===== config.mk =====
export PLATFORM = sky130hd
export DESIGN_NAME = misr_compactor
export DESIGN_NICKNAME = d
export VERILOG_FILES = /design/src/rtl/misr_compactor.sv
export SDC_FILE = /design/constraint.sdc
export NUM_CORES = 1
export LEC_CHECK = 0
export ABC_AREA = 1
export BUFFER_PORTS_ARGS = -buffer_cell sky130_fd_sc_hd__buf_2
export CAP_MARGIN = 20
export CORE_ASPECT_RATIO = 1.75
export CORE_MARGIN = 10
export CORE_UTILIZATION = 32
export DETAILED_ROUTE_END_ITERATION = 16
export SYNTH_ARGS = -nofsm -noshare
export SYNTH_HDL_FRONTEND = slang
export SYNTH_SLANG_ARGS = --single-unit

===== constraint.sdc =====
create_clock -name clk -period 1.9 [get_ports clk]
set_clock_uncertainty 0.1 [all_clocks]
set_input_delay 0.19 -clock clk [delete_from_list [all_inputs] [get_ports clk]]
set_output_delay 0.19 -clock clk [all_outputs]
set_load 0.02 [all_outputs]

===== src/rtl/misr_compactor.sv =====
// MISR signature compactor: folds a wide output bus to 32 bits per sample.
// Optional toggle counter on qualifying samples via MISR_TOGGLE_CNT_EN.
module misr_compactor #(
   parameter int                 Y_WIDTH       = 350,
   parameter int                 SIG_WIDTH     = 32,
   parameter logic [SIG_WIDTH-1:0] POLY        = 32'h04C11DB7,
   parameter logic [SIG_WIDTH-1:0] SEED        = 32'hFFFFFFFF,
   parameter int                 SETTLE_CYCLES = 2
) (
   input  logic                 clk,
   input  logic                 rst_n,
   input  logic [Y_WIDTH-1:0]   y,
   input  logic                 start,
   input  logic [15:0]          window_len,
   input  logic                 sample_en,
   output logic                 busy,
   output logic [15:0]          sample_cnt,
   output logic                 sig_valid,
   input  logic                 sig_ready,
   output logic [SIG_WIDTH-1:0] signature,
`ifdef MISR_TOGGLE_CNT_EN
   output logic [15:0]          toggle_cnt,
`endif
   output logic                 done
);

   localparam int NCH = (Y_WIDTH + SIG_WIDTH - 1) / SIG_WIDTH;
   localparam int SW  = (SETTLE_CYCLES < 2) ? 1 : $clog2(SETTLE_CYCLES + 1);

   typedef enum logic [1:0] {
      IDLE,
      SETTLE,
      CAPTURE,
      HOLD
   } state_t;

   state_t                 state;
   state_t                 state_nx;
   logic [15:0]            len_q;
   logic [SW-1:0]          settle_q;
   logic                   done_q;
   logic [NCH*SIG_WIDTH-1:0] ypad;
   logic [SIG_WIDTH-1:0]   fold;
   logic [SIG_WIDTH-1:0]   misr_nx;
   logic                   take;
   logic                   accept;
   logic                   last;

   // Zero-extend so the top chunk carries only the remaining bits.
   assign ypad = (NCH*SIG_WIDTH)'(y);

   always_comb begin
      fold = '0;
      for (int i = 0; i < NCH; i++)
         fold = fold ^ ypad[i*SIG_WIDTH +: SIG_WIDTH];
   end

   assign misr_nx = {signature[SIG_WIDTH-2:0], 1'b0}
                  ^ (signature[SIG_WIDTH-1] ? POLY : '0)
                  ^ fold;

   assign accept = (state == IDLE) && start;
   assign take   = (state == CAPTURE) && (len_q != 16'd0) && sample_en;
   assign last   = take && ((sample_cnt + 16'd1) == len_q);

   always_ff @(posedge clk or negedge rst_n) begin
      if (!rst_n)
         state <= IDLE;
      else
         state <= state_nx;
   end

   always_comb begin
      state_nx = state;
      unique case (state)
         IDLE: begin
            if (start)
               state_nx = (SETTLE_CYCLES == 0) ? CAPTURE : SETTLE;
         end
         SETTLE: begin
            if (settle_q <= SW'(1))
               state_nx = CAPTURE;
         end
         CAPTURE: begin
            if (len_q == 16'd0 || last)
               state_nx = HOLD;
         end
         HOLD: begin
            if (sig_ready)
               state_nx = IDLE;
         end
         default: state_nx = IDLE;
      endcase
   end

   always_comb begin
      busy      = 1'b0;
      sig_valid = 1'b0;
      unique case (state)
         IDLE:    ;
         SETTLE:  busy = 1'b1;
         CAPTURE: busy = 1'b1;
         HOLD: begin
            busy      = 1'b1;
            sig_valid = 1'b1;
         end
         default: ;
      endcase
   end

   always_ff @(posedge clk or negedge rst_n) begin
      if (!rst_n) begin
         signature  <= SEED;
         sample_cnt <= '0;
         len_q      <= '0;
         settle_q   <= '0;
         done_q     <= 1'b0;
      end else begin
         done_q <= (state == HOLD) && sig_ready;
         if (accept) begin
            signature  <= SEED;
            sample_cnt <= '0;
            len_q      <= window_len;
            settle_q   <= SW'(SETTLE_CYCLES);
         end else if (state == SETTLE) begin
            settle_q <= settle_q - SW'(1);
         end else if (take) begin
            signature  <= misr_nx;
            sample_cnt <= sample_cnt + 16'd1;
         end
      end
   end

   assign done = done_q;

`ifdef MISR_TOGGLE_CNT_EN
   logic [Y_WIDTH-1:0] prev_q;

   // First sample of a window has no predecessor to compare against.
   always_ff @(posedge clk or negedge rst_n) begin
      if (!rst_n) begin
         prev_q     <= '0;
         toggle_cnt <= '0;
      end else if (accept) begin
         toggle_cnt <= '0;
      end else if (take) begin
         prev_q <= y;
         if (sample_cnt != 16'd0 && y != prev_q && toggle_cnt != 16'hFFFF)
            toggle_cnt <= toggle_cnt + 16'd1;
      end
   end
`endif

endmodule


-- Yosys cells after proc, flatten, opt, wreduce, memory -nomap -nowiden
Cells that the tools add are included.
- input bits: 371
- flip-flop bits (word level): 69
- latch bits: 0
- memory bits (writable): 0
- memories: 0
- output and inout bits: 51
- word-level logic and storage cells: 60
- bits in read-only memories: 0
- reduce and logical (&&, ||, !) cells: 14
- divide/modulo/power cells: 0
- add/sub/neg operators: 2
- order comparisons: 1
- shift operators: 0
- multiplexer cells: 16
- $mul: 0
- equality and inequality tests: 9
- bitwise logic cells: 12
- operators with widths (cell ; number):
    $xor A32 B32 Y32 ; 10
    $mux W32 ; 3
    $mux W16 ; 3
    $xor A32 B27 Y32 ; 1
    $xor A32 B30 Y32 ; 1
    $mux W27 ; 1
    $add A16 B1 Y16 const B ; 1
    $eq A16 B16 Y1 ; 1
    $logic_not A16 Y1 ; 1
    $reduce_bool A16 Y1 ; 1
    $mux W2 ; 6
    $ne A2 B2 Y1 const B ; 4
    $pmux W2 S4 ; 1
    $logic_and A1 B1 Y1 ; 5
    $eq A2 B2 Y1 const B ; 2
    $reduce_and A4 Y1 ; 1
    $reduce_bool A2 Y1 ; 2
    $reduce_or A3 Y1 ; 1
    $eq A2 B1 Y1 const B ; 1
    $le A2 B1 Y1 const B ; 1
    $logic_not A2 Y1 ; 1
    $mux W1 ; 2
    $ne A2 B1 Y1 const B ; 1
    $reduce_and A2 Y1 ; 1
    other kinds (2) ; 2

-- Depth between registers and ports, before layout
- depth in word-level cells: 14
- gate-level depth with buffers: 17
- gate-level depth less buffers: 16

-- Worst setup path after synthesis
OpenSTA, ideal clock, no wires.
- path kind: register to register
- start point: register sample_cnt[0]
- end point: register state[0]
- clock period less this slack: 2.207 ns
- cell stages (with the launch flop): 14
- data required time: 1.683 ns
- library setup time: 0.117 ns
- arrival time: 1.991 ns
- slack: -0.307 ns
- cells stage by stage: dfrtp_1 -> ha_1 -> buf_2 -> nand3_1 -> inv_1 -> nand2_1 -> nor2_1 -> nand3_1 -> xnor3_1 -> nand3_1 -> o21bai_2 -> nand2_2 -> nand2_1 -> nand2_1
- cells in the longest elaborated chain, start to end: 6
- RTL lines (element ; RTL line ; text):
    from (decl) ; 17 ; output logic [15:0] sample_cnt,
    from (signal assigned) ; 129 ; sample_cnt <= sample_cnt + 16'd1;
    $add A16 B1 Y16 ; 64 ; assign last = take && ((sample_cnt + 16'd1) == len_q);
    $eq A16 B16 Y1 ; 64 ;
    $logic_and A1 B1 Y1 ; 64 ;
    $logic_or A1 B1 Y1 ; 85 ; if (len_q == 16'd0 || last)
    $ne A2 B1 Y1 (no line) ; - ;
    $reduce_and A4 Y1 (no line) ; - ;
    to (signal assigned) ; 70 ; state <= state_nx;
    to (decl) ; 37 ; state_t state;
No other way between the ends.
A chain may end at the register's enable or synchronous reset.

-- Worst setup path after layout
- start point: register sample_cnt[0]
- end point: register state[1]
The elaborated chain is that of the path after synthesis.

==> flow_metrics.tcl <==
set metrics [dict create \
    place_ws_ps -233 \
    combPwrFrac_pct 62.3 \
    final_max_slew_viol_count 0 \
    rsz0062_at_grt "true" \
    syn-mean-instance-area_um2 7.65 \
    grtUsageTotal_pct 19.6 \
    core-area_um2 21400 \
    finalCriticalPeriod_ps 2090 \
    worst_ep_arrival_time_ps 2210 \
    multiInputGateArea_um2 4910 \
    cts.sinks 69 \
    drive_gt1_share_pct 44.3 \
    worst-path-max-fanout 5 \
    relSlewSlack_pct 61.3 \
    wl_per_cell_um 16.6 \
    grt_pass1_wl_mm 43.8 \
    r2r_setup_slack_ps -190 \
    ys_warn_count 0 \
    area_growth_pct 54.4 \
    viasPerCell 4.39 \
    antenna_left 0 \
    async_flop_share_pct 100 \
    fmax_mhz 479 \
    root_buffer "clkbuf_16" \
    power_density_nw_per_um2 1200 \
    netlist_instances 905 \
    violations "setup timing" \
    die_y_um 215 \
    cts_max_level 3 \
    path_class "flip-flop to flip-flop" \
    pwr-share-seq_pct 23.2 \
    utilization_pct 50.0 \
    p_switching_mw 5.59 \
    hold_viol 0 \
    first_global_vias 8326 \
    fillerInstances 2159 \
    worst_setup_path_end_kind "flip-flop" \
    finalHoldWorstSlack_ps 20.3 \
    drcViolationCount 0 \
    numPortBuffers 421 \
    internal_power_mw 7.22 \
    initial_utilization_pct 32.4 \
    p_clk_share_pct 14.5 \
    dp_hpwl_mm 25.1 \
    crit_required_ps 2020 \
    post_dp_cell_area_um2 9920 \
    place_congestion 0.929 \
    ir_drop_mv 0.456 \
    yosysSeqAreaShare_pct 25.5 \
    die_w_um 131 \
    die-area_um2 28200 \
    synthesis.nets 1284 \
    row_count 71 \
    nets 1802 \
    grt_antenna_before_repair 3 \
    final-seq-area_um2 1770 \
    synth_edf_count 0 \
    clkTransAtPathRegs_ps 60 \
    numCtsBuffers 9 \
    synth_ff_type "dfrtp_1" \
    synth_seq_cells 69 \
    ys_types 33 \
    critPathLaunchType "flip-flop" \
    drtIter0Drc 279 \
    routed_wl_mm 28.6 \
    route.vias.total 7567 \
    final_area_um2 10700 \
    first_pass_iters 5 \
    leakage_nw 5.42 \
    maxCapViolations 0 \
    clock_latency_ps 330 \
    cts_tree "built" \
    io_pins 422 \
    status "complete, but fails checks" \
    clk_path_buf_depth 2 \
    globalRoute.totalOverflow 0 \
    netlist_area_um2 6930 \
    tightest_slew_ps 580 \
    setup_ws_ps -187 \
    setup_viol 2 \
    switching_share_pct 43.6 \
    grt_max_degree 42 \
    worstHoldPathType "input pin to flip-flop" \
    fin_total_pwr_mw 12.8 \
    fin_crit_sh_pct 110 \
]
[final timing paths]
| kind | start | end | cells past startpoint |
|---|---|---|---|
| min in group asynchronous | rst_n | sample_cnt[3] | 2 |
| worst max register to register | sample_cnt[0] | state[1] | 12 |
| worst min register to register | signature[8] | signature[9] | 2 |
| worst max-delay path | sample_cnt[0] | state[1] | 12 |
| max in group asynchronous | rst_n | signature[8] | 3 |
| worst min-delay path | window_len[2] | len_q[2] | 3 |
[cell usage in the layout (no fill, tap or decap), types with 5 or more instances in the layout]
cell type / count
o22ai_1: 17
nand2_1: 191
dfrtp_1: 33
a31oi_1: 8
inv_1: 77
ha_1: 5
nor2_2: 9
nand4_1: 7
nand3_1: 34
buf_2: 420
buf_4: 76
a21oi_1: 22
inv_2: 8
nor2_4: 5
nand2_2: 16
nor2_1: 45
nand3b_1: 7
or2_2: 22
o21ai_0: 8
clkbuf_16: 9
buf_6: 5
dlygate4sd3_1: 15
xnor2_1: 188
dfstp_2: 32
xor2_1: 129
[area by class of cell]
type,instances,area share [%]
timing repair buffer,521,28.0
multi-input combinational,736,45.9
tap,292,3.42
inverter,86,3.04
clock buffer,9,2.11
clock inverter,7,0.913
sequential,69,16.6
antenna,2,0.0468
[kinds of logic after synthesis]
group	after synthesis	synth area share (%)
XOR/XNOR	318	40.4
AND/OR/NAND/NOR	342	21.3
AO/OA/AOI/OAI	68	5.85
flip-flops	69	25.5
adder cells (fa/ha/maj)	8	1.45
buffers and inverters	100	5.53
[through the flow]
step | TNS, ps | cells
CTS | -264 | 1715
floorplan | -175 | 905
global placement | -1790 | 1671
detailed placement | -2040 | 1671
finish | -364 | 1722
global route | -3380 | 1722
[cell usage after synthesis (9+ instances only)]
| cell | instances | area, um2 |
|---|---|---|
| nor2_1 | 52 | 195 |
| dfstp_2 | 32 | 841 |
| dfrtp_1 | 37 | 926 |
| nand3_1 | 39 | 195 |
| a21oi_1 | 22 | 110 |
| inv_1 | 81 | 304 |
| nand2_1 | 202 | 758 |
| o22ai_1 | 20 | 125 |
| or2_2 | 22 | 138 |
| xnor2_1 | 188 | 1650 |
| a31oi_1 | 9 | 56.3 |
| xor2_1 | 129 | 1130 |
[critical path, stage by stage, from the launching register on]
cell,delay (ps)
dfrtp_2,460
ha_4,260
xor2_1,130
nor2_1,110
nand3_2,90
nor2_1,90
nand3_1,80
nor2_2,120
nand4_1,120
o21bai_2,210
nand2_2,80
nand2_1,90
nand2_1,50
[timing repair]
action                     in CTS  in global routing
setup buffers                  12                  5
pin swaps                       8                 10
setup endpoints to repair      37                 49
resized for setup              19                 21
hold buffers                   15                  0
gates cloned                    1                  0
hold endpoints to repair       20                  0
[power groups by stage]
stage	sequential [mW]	combinational [mW]	clock, mW
6_report	2.97	7.98	1.86
5_1_grt	3.08	8.84	1.97
4_1_cts	2.98	7.94	1.92
3_5_place_dp	3.03	7.49	0
3_3_place_gp	3.00	7.42	0
2_1_floorplan	3.49	4.02	0
[flip-flops by register name, summed over array words and instances, names as in the netlist]
register,cells
done,1
len_q,16
sample_cnt,16
settle_q,2
signature,32
state,2
[layer usage]
metal / track usage (%) / routed length, um
met1: 18.5 / 9940
met2: 38.8 / 16100
met3: 5.51 / 1840
met4: 6.17 / 737
met5: 0 / 0
Power figures use the tool's default switching activity.
